[src/rtl/rx_lock_ctrl_if.sv]
// -----------------------------------------------------------------------------
// rx_lock_ctrl_if
//   Groups the DCM status input and the reset/status outputs of rx_lock_ctrl.
//   Clock and reset stay as plain ports on the module itself.
//
//   Signals:
//     locked    : DCM LOCKED, asynchronous to rxclk (driven by the DCM side)
//     dcm_rst   : active-high reset to the DCM
//     rx_rst    : active-high reset to the RX datapath
//     rx_ready  : high while the controller is in RUN (complement of rx_rst)
//     lock_lost : sticky flag, set on any lock loss from RUN
//     retry_cnt : saturating count of DCM reset retries
//
//   Modports:
//     master : the DCM / datapath side (drives locked, observes the rest)
//     slave  : the controller (observes locked, drives the rest)
// -----------------------------------------------------------------------------
interface rx_lock_ctrl_if;
  logic       locked;
  logic       dcm_rst;
  logic       rx_rst;
  logic       rx_ready;
  logic       lock_lost;
  logic [7:0] retry_cnt;

  modport master (
    output locked,
    input  dcm_rst,
    input  rx_rst,
    input  rx_ready,
    input  lock_lost,
    input  retry_cnt
  );

  modport slave (
    input  locked,
    output dcm_rst,
    output rx_rst,
    output rx_ready,
    output lock_lost,
    output retry_cnt
  );
endinterface

[src/rtl/rx_lock_ctrl.sv]
// -----------------------------------------------------------------------------
// rx_lock_ctrl
//   Reset sequencer for the RX DCM. Pulses the DCM reset, waits for LOCKED with
//   a timeout/retry, requires LOCKED to stay high for STABLE_CYCLES before the
//   RX datapath reset is released, and restarts the whole sequence on any lock
//   loss. Runs on the free-running buffered input clock, never on a DCM output.
//
//   Parameters:
//     RST_CYCLES    : cycles dcm_rst is held per DCM reset pulse (1..65535)
//     LOCK_TIMEOUT  : cycles allowed waiting for lock before a retry (1..65535)
//     STABLE_CYCLES : consecutive locked cycles required before release (1..65535)
//
//   Ports:
//     rxclk : free-running buffered RX input clock
//     reset : asynchronous active-low reset
//     bus   : rx_lock_ctrl_if.slave (locked in; dcm_rst, rx_rst, rx_ready,
//             lock_lost, retry_cnt out -- all outputs registered)
// -----------------------------------------------------------------------------
module rx_lock_ctrl #(
  parameter int RST_CYCLES    = 16,
  parameter int LOCK_TIMEOUT  = 4096,
  parameter int STABLE_CYCLES = 256
) (
  input  logic           rxclk,
  input  logic           reset,
  rx_lock_ctrl_if.slave  bus
);

  // Terminal counts, sized to the shared 16-bit counter.
  localparam logic [15:0] RST_LAST    = 16'(RST_CYCLES - 1);
  localparam logic [15:0] TIMEOUT_LAST = 16'(LOCK_TIMEOUT - 1);
  localparam logic [15:0] STABLE_LAST = 16'(STABLE_CYCLES - 1);

  // Two-bit encoding uses every code point, so there is no unreachable state;
  // the default branch below still steers anything unexpected to RST_DCM.
  typedef enum logic [1:0] {
    ST_RST_DCM   = 2'd0,
    ST_WAIT_LOCK = 2'd1,
    ST_STABLE    = 2'd2,
    ST_RUN       = 2'd3
  } state_t;

  state_t      state_reg;
  logic [15:0] cnt_reg;
  logic [1:0]  sync_reg;
  logic        locked_s;
  logic        dcm_rst_reg;
  logic        rx_rst_reg;
  logic        rx_ready_reg;
  logic        lock_lost_reg;
  logic [7:0]  retry_cnt_reg;

  function automatic logic [7:0] sat_inc(input logic [7:0] v);
    return (v == 8'hFF) ? v : v + 8'd1;
  endfunction

  // ---------------------------------------------------------------------------
  // Two-flop synchronizer for the asynchronous LOCKED input. Nothing else in
  // this module looks at the raw input.
  // ---------------------------------------------------------------------------
  always_ff @(posedge rxclk or negedge reset) begin
    if (!reset) begin
      sync_reg <= 2'b00;
    end else begin
      sync_reg <= {sync_reg[0], bus.locked};
    end
  end

  assign locked_s = sync_reg[1];

  // ---------------------------------------------------------------------------
  // Sequencer. Outputs are assigned on the same edge as the transition that
  // changes them, so they always reflect the state being entered.
  // The shared counter clears on every transition and otherwise counts up.
  // ---------------------------------------------------------------------------
  always_ff @(posedge rxclk or negedge reset) begin
    if (!reset) begin
      state_reg     <= ST_RST_DCM;
      cnt_reg       <= 16'd0;
      dcm_rst_reg   <= 1'b1;
      rx_rst_reg    <= 1'b1;
      rx_ready_reg  <= 1'b0;
      lock_lost_reg <= 1'b0;
      retry_cnt_reg <= 8'd0;
    end else begin
      case (state_reg)
        // DCM held in reset; LOCKED is meaningless here and is ignored.
        ST_RST_DCM: begin
          rx_rst_reg   <= 1'b1;
          rx_ready_reg <= 1'b0;
          if (cnt_reg == RST_LAST) begin
            state_reg   <= ST_WAIT_LOCK;
            cnt_reg     <= 16'd0;
            dcm_rst_reg <= 1'b0;
          end else begin
            cnt_reg     <= cnt_reg + 16'd1;
            dcm_rst_reg <= 1'b1;
          end
        end

        // Lock is checked before the timeout, so a lock arriving on the
        // timeout cycle still wins.
        ST_WAIT_LOCK: begin
          rx_rst_reg   <= 1'b1;
          rx_ready_reg <= 1'b0;
          if (locked_s) begin
            state_reg   <= ST_STABLE;
            cnt_reg     <= 16'd0;
            dcm_rst_reg <= 1'b0;
          end else if (cnt_reg == TIMEOUT_LAST) begin
            state_reg     <= ST_RST_DCM;
            cnt_reg       <= 16'd0;
            dcm_rst_reg   <= 1'b1;
            retry_cnt_reg <= sat_inc(retry_cnt_reg);
          end else begin
            cnt_reg     <= cnt_reg + 16'd1;
            dcm_rst_reg <= 1'b0;
          end
        end

        // Qualification window: a dropout here is not a retry, the DCM is
        // simply given another chance to settle.
        ST_STABLE: begin
          dcm_rst_reg <= 1'b0;
          if (!locked_s) begin
            state_reg    <= ST_WAIT_LOCK;
            cnt_reg      <= 16'd0;
            rx_rst_reg   <= 1'b1;
            rx_ready_reg <= 1'b0;
          end else if (cnt_reg == STABLE_LAST) begin
            state_reg    <= ST_RUN;
            cnt_reg      <= 16'd0;
            rx_rst_reg   <= 1'b0;
            rx_ready_reg <= 1'b1;
          end else begin
            cnt_reg      <= cnt_reg + 16'd1;
            rx_rst_reg   <= 1'b1;
            rx_ready_reg <= 1'b0;
          end
        end

        // Datapath live. Any lock loss restarts the DCM at once and counts
        // as a retry; lock_lost stays set until the next reset.
        ST_RUN: begin
          cnt_reg <= 16'd0;
          if (!locked_s) begin
            state_reg     <= ST_RST_DCM;
            dcm_rst_reg   <= 1'b1;
            rx_rst_reg    <= 1'b1;
            rx_ready_reg  <= 1'b0;
            lock_lost_reg <= 1'b1;
            retry_cnt_reg <= sat_inc(retry_cnt_reg);
          end else begin
            dcm_rst_reg  <= 1'b0;
            rx_rst_reg   <= 1'b0;
            rx_ready_reg <= 1'b1;
          end
        end

        default: begin
          state_reg    <= ST_RST_DCM;
          cnt_reg      <= 16'd0;
          dcm_rst_reg  <= 1'b1;
          rx_rst_reg   <= 1'b1;
          rx_ready_reg <= 1'b0;
        end
      endcase
    end
  end

  assign bus.dcm_rst   = dcm_rst_reg;
  assign bus.rx_rst    = rx_rst_reg;
  assign bus.rx_ready  = rx_ready_reg;
  assign bus.lock_lost = lock_lost_reg;
  assign bus.retry_cnt = retry_cnt_reg;

endmodule

[src/flat_wrapper.sv]
// flat-port wrapper written by rule: the top's interface ports become plain ports
module rx_lock_ctrl_flat 
#(
  parameter int RST_CYCLES    = 16,
  parameter int LOCK_TIMEOUT  = 4096,
  parameter int STABLE_CYCLES = 256
)
  (rxclk, reset, bus_locked, bus_dcm_rst, bus_rx_rst, bus_rx_ready, bus_lock_lost, bus_retry_cnt);
  rx_lock_ctrl_if bus_i ();
  input  logic rxclk;
  input  logic reset;
  input wire logic [$bits(bus_i.locked)-1:0] bus_locked;
  output wire logic [$bits(bus_i.dcm_rst)-1:0] bus_dcm_rst;
  output wire logic [$bits(bus_i.rx_rst)-1:0] bus_rx_rst;
  output wire logic [$bits(bus_i.rx_ready)-1:0] bus_rx_ready;
  output wire logic [$bits(bus_i.lock_lost)-1:0] bus_lock_lost;
  output wire logic [$bits(bus_i.retry_cnt)-1:0] bus_retry_cnt;
  assign bus_i.locked = bus_locked;
  assign bus_dcm_rst = bus_i.dcm_rst;
  assign bus_rx_rst = bus_i.rx_rst;
  assign bus_rx_ready = bus_i.rx_ready;
  assign bus_lock_lost = bus_i.lock_lost;
  assign bus_retry_cnt = bus_i.retry_cnt;
  rx_lock_ctrl #(.RST_CYCLES(RST_CYCLES), .LOCK_TIMEOUT(LOCK_TIMEOUT), .STABLE_CYCLES(STABLE_CYCLES)) u_core (.rxclk(rxclk), .reset(reset), .bus(bus_i));
endmodule
[config.mk]
export PLATFORM = sky130hd
export DESIGN_NAME = rx_lock_ctrl_flat
export DESIGN_NICKNAME = d
export VERILOG_FILES = /design/src/rtl/rx_lock_ctrl_if.sv /design/src/rtl/rx_lock_ctrl.sv /design/src/flat_wrapper.sv
export SDC_FILE = /design/constraint.sdc
export NUM_CORES = 1
export LEC_CHECK = 0
export ABC_AREA = 1
export BUFFER_PORTS_ARGS = -buffer_cell sky130_fd_sc_hd__buf_2
export CAP_MARGIN = 20
export CORE_MARGIN = 2
export CORE_UTILIZATION = 61
export CTS_BUF_LIST = sky130_fd_sc_hd__clkbuf_8
export DETAILED_ROUTE_END_ITERATION = 8
export GPL_TIMING_DRIVEN = 0
export PLACE_DENSITY_LB_ADDON = 0.1
export SYNTH_ARGS = -nofsm -noshare
export SYNTH_HDL_FRONTEND = slang
export SYNTH_SLANG_ARGS = --single-unit
[constraint.sdc]
create_clock -name rxclk -period 4.55 [get_ports rxclk]
set_input_delay 0.455 -clock rxclk [delete_from_list [all_inputs] [get_ports rxclk]]
set_output_delay 0.455 -clock rxclk [all_outputs]
set_load 0.02 [all_outputs]
# Word-level counts from Yosys, hierarchy flattened
# Index checks and enable logic that the tools add are counted.
[word_totals]
output_inout_bits = 12
n_memories = 0
wordCells = 60
reg_bits = 32
inputBits = 3
mem_bits_rw = 0
romBits = 0
latch_bits = 0
[op_classes]
div = 0
add_sub_neg = 2
n_eq_ne = 13
n_lt_le_gt_ge = 0
bitwise = 1
muxes = 30
shifts = 0
mul = 0
n_reduce_logical = 6
[op_table]
columns = ["operator", "n"]
rows = [
  ["16-bit two-way mux", 5],
  ["16-bit one-hot mux with 4 select lines", 1],
  ["8-bit two-way mux", 4],
  ["16-bit by 1-bit adder with 16-bit output (second input constant)", 1],
  ["16-bit by 12-bit equality test with 1-bit output (second input constant)", 1],
  ["16-bit by 4-bit equality test with 1-bit output (second input constant)", 1],
  ["16-bit by 8-bit equality test with 1-bit output (second input constant)", 1],
  ["8-bit one-hot mux with 2 select lines", 1],
  ["2-bit two-way mux", 6],
  ["1-bit two-way mux", 9],
  ["8-bit by 1-bit adder with 8-bit output (second input constant)", 1],
  ["8-bit equality test (second input constant)", 1],
  ["2-bit one-hot mux with 4 select lines", 1],
  ["4-bit AND reduction", 2],
  ["1-bit one-hot mux with 3 select lines", 2],
  ["2-bit equality test (second input constant)", 2],
  ["2-bit by 1-bit != test with 1-bit output (second input constant)", 2],
  ["2-bit != test (second input constant)", 2],
  ["1-bit one-hot mux with 4 select lines", 1],
  ["3-bit by 1-bit != test with 1-bit output (second input constant)", 1],
  ["3-bit != test (second input constant)", 1],
  ["2-bit by 1-bit equality test with 1-bit output (second input constant)", 1],
  ["2-bit zero test", 1],
  ["2-bit AND reduction", 1],
  ["3 further kinds", 3],
]

# Depth between registers and ports, before layout
# Gate-level depths: netlist (run 1).
[logic_depth]
word_depth = 5
mapped_depth = 10
depth_no_buf = 9

# Least setup slack after synthesis (run 1)
# OpenSTA, ideal clock, no wires.
[synth_path]
kind = "register -> register"
start = "register u_core.retry_cnt_reg[0] (netlist: u_core.bus.retry_cnt[0])"
end = "register u_core.retry_cnt_reg[2] (netlist: u_core.bus.retry_cnt[2])"
synth_period_minus_slack_ps = 1632
t_arrival_ps = 1510
required_ps = 4428
stages_incl_launch_ff = 9
path_slack_ps = 2918
path_buffers = 1
setup_ps = 122
cell_sequence = "dfrtp_1 ha_1 nand2_1 nor2_1 a31oi_1 nand2_2 buf_6 nand2_2 o21ai_2"
[synth_between]
elab_chain_cells = 5
word_cells_on_any_way = 7
classes_between = "add/sub (1); eq/ne (1); mux (5)"
[synth_lines]
columns = ["item", "line", "rtl"]
rows = [
  ["from (decl)", "rx_lock_ctrl.sv:51", "logic [7:0] retry_cnt_reg;"],
  ["from (signal assigned)", "rx_lock_ctrl.sv:114", "retry_cnt_reg <= sat_inc(retry_cnt_reg);"],
  ["from (signal assigned)", "rx_lock_ctrl.sv:152", "retry_cnt_reg <= sat_inc(retry_cnt_reg);"],
  ["8-bit by 1-bit adder with 8-bit output or 8-bit equality test (tied branches)", "rx_lock_ctrl.sv:54", "return (v == 8'hFF) ? v : v + 8'd1;"],
  ["8-bit two-way mux (*)", "rx_lock_ctrl.sv:54", ""],
  ["8-bit two-way mux", "rx_lock_ctrl.sv:110", "end else if (cnt_reg == TIMEOUT_LAST) begin"],
  ["8-bit two-way mux", "rx_lock_ctrl.sv:106", "if (locked_s) begin"],
  ["8-bit one-hot mux with 2 select lines (*)", "rx_lock_ctrl.sv:86", "case (state_reg)"],
]
# Mark *: on every way between the ends. The rest lies on a longest branch, timed or not. The select of a mux whose other input is x is not followed.
# A chain may end at the register's enable or synchronous reset.

# Worst setup path in the final report (run 1)
[layout_path]
start = "register u_core.cnt_reg[0]"
end = "register u_core.cnt_reg[1]"
[layout_between]
elab_chain_cells = 4
word_cells_on_any_way = 10
classes_between = "add/sub (1); eq/ne (3); mux (6)"
[layout_lines]
columns = ["item", "line", "rtl"]
rows = [
  ["from (decl)", "rx_lock_ctrl.sv:44", "logic [15:0] cnt_reg;"],
  ["from (signal assigned)", "rx_lock_ctrl.sv:96", "cnt_reg <= cnt_reg + 16'd1;"],
  ["from (signal assigned)", "rx_lock_ctrl.sv:116", "cnt_reg <= cnt_reg + 16'd1;"],
  ["from (signal assigned)", "rx_lock_ctrl.sv:136", "cnt_reg <= cnt_reg + 16'd1;"],
  ["16-bit by 1-bit adder with 16-bit output (tied with other cells)", "rx_lock_ctrl.sv:96, rx_lock_ctrl.sv:116, rx_lock_ctrl.sv:136", ""],
  ["16-bit two-way mux, on equally long branches", "rx_lock_ctrl.sv:130, rx_lock_ctrl.sv:110", ""],
  ["16-bit two-way mux, on equally long branches", "rx_lock_ctrl.sv:125, rx_lock_ctrl.sv:106", ""],
  ["16-bit one-hot mux with 4 select lines (*)", "rx_lock_ctrl.sv:86", ""],
]
# Mark *: on every way between the ends. The rest lies on a longest branch, timed or not.

==> results.toml, run 1 <==
[sta]
tightest_slew_ns = 0.689
finalSetupTns_ns = 0
layout_min_cycle_time_ns = 1.83
rsz0062_at_grt = "no"
setup_viol = 0
fmax_mhz = 545
final_max_slew_viol_count = 0
max_slew_margin_pct = 54.1
clock_skew_ns = 0.00449
fin_crit_sh_pct = 40.3
hold_violations = 0

[hold_path]
hold_path_class = "in2async"

[logic_synthesis]
yosysTopAreaCell = "dfrtp_1"
ys_seq_area_share_pct = 48.1
syn_inst = 194
yosysWarnings = 0
synth_fp_nets = 199
synth_cell_types = 22
yosysTopAreaCellShare_pct = 44.9
synth_area_um2 = 1670
ys_ff_latch = 32
synth.area.top_cells = "dfrtp_1, nand2_1, nor2_1, xor2_1, inv_1"
syn_avg_cell_area_um2 = 8.62

[detailed_routing]
routedWlPerCell_um = 13.0
drtIter0Drc = 34
drc = 0
num_vias = 1313
ant_nets = 0
routed_wl_um = 3190
via_per_inst = 5.34
firstDrtPassIters = 4

[setup_path]
crit_fanout = 10
startpoint_type = "register"
cp-end-kind = "register"
required_ns = 4.73
critPathLaunch = "u_core.cnt_reg[0]$_DFF_PN0_"
regToRegStartpoint = "u_core.cnt_reg[0]$_DFF_PN0_"
crit_type = "reg2reg"
r2r_slack_ns = 2.72
reg2reg_depth = 7
r2r_end = "u_core.cnt_reg[1]$_DFF_PN0_"
crit_path_end = "u_core.cnt_reg[1]$_DFF_PN0_"
arrival_ns = 2.01

[global_route]
use_met1_pct = 28.2
grt_start_max_net_pins = 33
grt_pass1_wl_um = 5730
grt_busiest_layer = "met2"
grt_use_met2_pct = 38.7
grt.overflow.total = 0
use_met3_pct = 7.83
grt_pass1_vias = 1333
antenna_found_initial = 0
track_usage_pct = 23.2

[place]
port_buffers = 14
numPlacedInstances = 238
dp_hpwl_um = 2260
gp_congestion = 0.800

[final_layout]
final_layout_size_suffix_gt1_share_pct = 19.9
largest_reg_flops = 16
fin_util_pct = 73.5
multi_input_area_um2 = 774
area_growth_pct = 11.8
antenna-diode-count = 0
instances_no_fill = 246
ff_latch_area_um2 = 803
final_nets = 220
final_common_cell = "nand2_1"
nFillCells = 199
final_cell_mix = "nand2_1, dfrtp_1, nor2_1"

[power_and_ir_drop]
p_leak_uw = 0.00101
power.density_nw_per_um2 = 465
vdd_drop_max_mv = 0.413

[clock_tree]
cts_tree = "done"
cts_resized = 0
cts_hold_buf = 0
insertion_delay_ns = 0.28
cts.sinks = 32
root_buffer = "clkbuf_8"
cts_made_buffers = 5
post_cts_buffers = 0
cts_max_level = 2
clock_path_buffers = 2
clkTransAtPathRegs_ns = 0.06

[flow_run]
cap_viol_max_count = 0

[die]
core_region_area_um2 = 2540
die_w_um = 56.4
rows = 18
start_util_pct = 65.7
io_pins = 15
die-area_um2 = 3180
die_y_um = 56.4

[run_status]
status = "finished clean"
==> worst max-delay path, stage by stage, from the launching register on <==
cell,delay (ns)
dfrtp_1,0.39
ha_1,0.27
nand3_2,0.15
nor3_4,0.27
nand2_1,0.17
nand2_4,0.15
nand3_4,0.15
and2_4,0.18
==> logic make-up (layout without fill, tap and decap cells) <==
kind of cell / count (synthesis) / after routing / synth area share (%)
xor gates and xnor gates: 20 / 20 / 10.5
DFF: 32 / 32 / 48.1
buffers and inverters: 23 / 45 / 5.61
adders and majority gates: 2 / 2 / 1.50
and+or+nand+nor: 105 / 105 / 29.6
AOI/OAI and AO/OA: 12 / 12 / 4.79
==> worst min-delay path by stage <==
stage,start,to,slack (ns),cells after the start
3_3_place_gp,u_core.sync_reg[0]$_DFF_PN0_,u_core.sync_reg[1]$_DFF_PN0_,0.34,0
6_report,reset,u_core.cnt_reg[2]$_DFF_PN0_,0.21,1
3_5_place_dp,u_core.sync_reg[0]$_DFF_PN0_,u_core.sync_reg[1]$_DFF_PN0_,0.35,0
4_1_cts,reset,u_core.bus.retry_cnt[0]$_DFFE_PN0P_,0.24,1
2_1_floorplan,reset,u_core.bus.lock_lost$_DFFE_PN0P_,0.16,0
5_1_grt,bus_locked,u_core.sync_reg[0]$_DFF_PN0_,0.27,1
==> routing by layer <==
layer | wire length (um) | part of all wire (%)
met3 | 116 | 3.6
met4 | 40 | 1.3
met1 | 1450 | 45
met5 | 0 | 0
met2 | 1590 | 50
==> per-stage QoR <==
step / hold slack [ns] / total power, uW / worst slack (ns) / cell area, um^2
5_1_grt: 0.268 / 923 / 2.55 / 1870
2_1_floorplan: 0.159 / 579 / 2.92 / 1670
6_report: 0.209 / 869 / 2.72 / 1870
3_3_place_gp: 0.336 / 642 / 2.76 / 1780
4_1_cts: 0.238 / 874 / 2.70 / 1870
3_5_place_dp: 0.346 / 656 / 2.72 / 1780
==> Yosys cell counts <==
cell type and instances:
nand2_2 7, nand3_2 2, nand2_4 1, inv_1 19, nand3_4 1, dfrtp_1 30, nand2_1 44, xor2_1 12
nand4_1 5, xnor2_1 8, inv_2 3, dfstp_2 2, buf_6 1, ha_1 2, a31oi_1 7, a21oi_1 2
nand3_1 13, or2_2 1, o21ai_2 3, nor2_1 29, and2_4 1, nor3_4 1
==> where the power goes <==
| part | internal, uW | switching [uW] | total, uW |
|---|---|---|---|
| registers | 335 | 43.7 | 379 |
| logic | 95.0 | 177 | 272 |
| clock network | 119 | 99.2 | 218 |
| total | 549 | 320 | 869 |
==> area by class of cell <==
class	instances	area share [%]
clock buffers	6	4.42
inverters	22	4.42
multi-input cells	139	41.4
repair buffers	14	3.75
well taps	30	2.01
plain buffers	1	0.602
flip-flops and latches	32	43.0
clock inverters	2	0.402
(Power assumes the default switching activity.)
==> run 2: changes to the inputs <==
clock period = 1.8 ns   (was 4.55 ns; I/O delays follow)
==> results.toml, run 2 (synthesis results as in run 1) <==
[global_route]
antenna_found_initial = 0
grt.overflow.total = 0
grt_pass1_wl_um = 5800
grt_pass1_vias = 1347
grt_start_max_net_pins = 33
track_usage_pct = 23.6

[final_layout]
ff_latch_area_um2 = 803
area_growth_pct = 16.1
final_area_um2 = 1940
antenna-diode-count = 0
multi_input_area_um2 = 811
nFillCells = 193
final_nets = 224
instances_no_fill = 250
final_layout_size_suffix_gt1_share_pct = 22.3
fin_util_pct = 76.3
final_cell_mix = "nand2_1, dfrtp_1, nor2_1"
final_common_cell = "nand2_1"
largest_reg_flops = 16

[detailed_routing]
drtIter0Drc = 43
ant_nets = 0
routed_wl_um = 3320
via_per_inst = 5.42
firstDrtPassIters = 4
drc = 0
num_vias = 1356
routedWlPerCell_um = 13.3

[hold_path]
hold_path_class = "reg2reg"

[setup_path]
timing.critical_path.buf_inv = 1
worstPathCellList = "ha_4 -> nand3_2 -> nor3_4 -> nand2_2 -> nand2_4 -> nand2_2 -> buf_6 -> nand2_2 -> o21ai_2"
crit_type = "reg2reg"
slowest_stage = "dfrtp_1"
worst_path_largest_cell_delay_ns = 0.41
arrival_ns = 1.83
required_ns = 1.97
startpoint_type = "register"
cp_top_family = "simple AND/OR/NAND/NOR gates"
cp_common_cell = "nand2_2"
crit_fanout = 10
cp-end-kind = "register"

[power_and_ir_drop]
p_leak_uw = 0.00103
vdd_drop_max_mv = 1.08
power.density_nw_per_um2 = 1170

[place]
placed_area_um2 = 1780
gp_congestion = 0.800
port_buffers = 14
dp_hpwl_um = 2260
numPlacedInstances = 238
pre_cts_ws_ns = -0.0343

[clock_tree]
cts_made_buffers = 5
cts.sinks = 32
insertion_delay_ns = 0.28
cts_tree = "done"
cts_max_level = 2
root_buffer = "clkbuf_8"
clock_path_buffers = 2
clkTransAtPathRegs_ns = 0.06

[die]
core_region_area_um2 = 2540
die-area_um2 = 3180
rows = 18
die_w_um = 56.4
start_util_pct = 65.7
die_y_um = 56.4
io_pins = 15

[sta]
setup_viol = 0
finalSetupTns_ns = 0
fmax_mhz = 602
max_slew_margin_pct = 54.0
hold_violations = 0
clock_skew_ns = 0.00408
layout_min_cycle_time_ns = 1.66
layout_setup_ws_ns = 0.139
fin_crit_sh_pct = 92.3
final_max_slew_viol_count = 0
tightest_slew_ns = 0.691
rsz0062_at_grt = "no"

[flow_run]
cap_viol_max_count = 0

[run_status]
status = "finished clean"
-- run 2: changes by cell type in the layout (fill, tap and decap cells not counted) --
cell	previous run	this run
a31oi_1	7	6
a31oi_2	0	1
buf_4	0	2
dlygate4sd3_1	0	2
ha_1	2	1
ha_4	0	1
nand2_1	44	42
nand2_2	7	8
nand2_4	1	2
nand3_2	2	1
nand3_4	1	2
-- run 2: timing repair --
action                                  CTS  global route
gates resized for setup                   1             6
hold buffers                              2             0
endpoints found under the setup margin   16            17
buffers inserted                          1             1
hold endpoints to repair                 31             0
pin swaps                                 1             1
-- run 2: metrics by stage --
| stage | total power [uW] | hold slack [ns] |
|---|---|---|
| floorplan | 1460 | -0.116 |
| global placement | 1620 | 0.257 |
| detailed placement | 1660 | 0.265 |
| CTS | 2220 | 0.360 |
| global route | 2400 | 0.364 |
| finish | 2260 | 0.356 |
-- run 2: path summary, 6_finish.rpt --
kind | from | end | slack (ns) | cells after the start
worst min-delay path | u_core.sync_reg[0]$_DFF_PN0_ | u_core.sync_reg[1]$_DFF_PN0_ | 0.36 | 0
worst min register to register | u_core.sync_reg[0]$_DFF_PN0_ | u_core.sync_reg[1]$_DFF_PN0_ | 0.36 | 0
worst max register to register | u_core.cnt_reg[0]$_DFF_PN0_ | u_core.bus.retry_cnt[6]$_DFFE_PN0P_ | 0.14 | 9
max in group asynchronous | reset | u_core.cnt_reg[15]$_DFF_PN0_ | 0.88 | 2
min in group asynchronous | reset | u_core.cnt_reg[2]$_DFF_PN0_ | 0.48 | 2
worst max-delay path | u_core.cnt_reg[0]$_DFF_PN0_ | u_core.bus.retry_cnt[6]$_DFFE_PN0P_ | 0.14 | 9
-- run 2: cell type report --
class                      instances  area share [%]
multi-input combinational        139            41.8
sequential                        32            41.4
timing repair buffer              18            5.42
clock buffer                       6            4.26
inverter                          22            4.26
tap                               30            1.93
buffer                             1           0.580
clock inverter                     2           0.387
-- run 2: routing by layer --
layer / global-route usage [%] / share of wire [%] / vias to the layer above
li1: - / - / 664
met1: 28.6 / 44 / 648
met2: 38.8 / 50 / 36
met3: 8.29 / 5.3 / 8
met4: 8.50 / 1.6 / 0
met5: 0 / 0 / -
-- run 2: where the power goes --
part / total (uW) / switching, uW / leakage, uW / internal, uW
clock network: 548 / 248 / 0.0000538 / 300
logic: 750 / 473 / 0.000553 / 278
registers: 966 / 119 / 0.000420 / 847
total: 2260 / 840 / 0.00103 / 1420
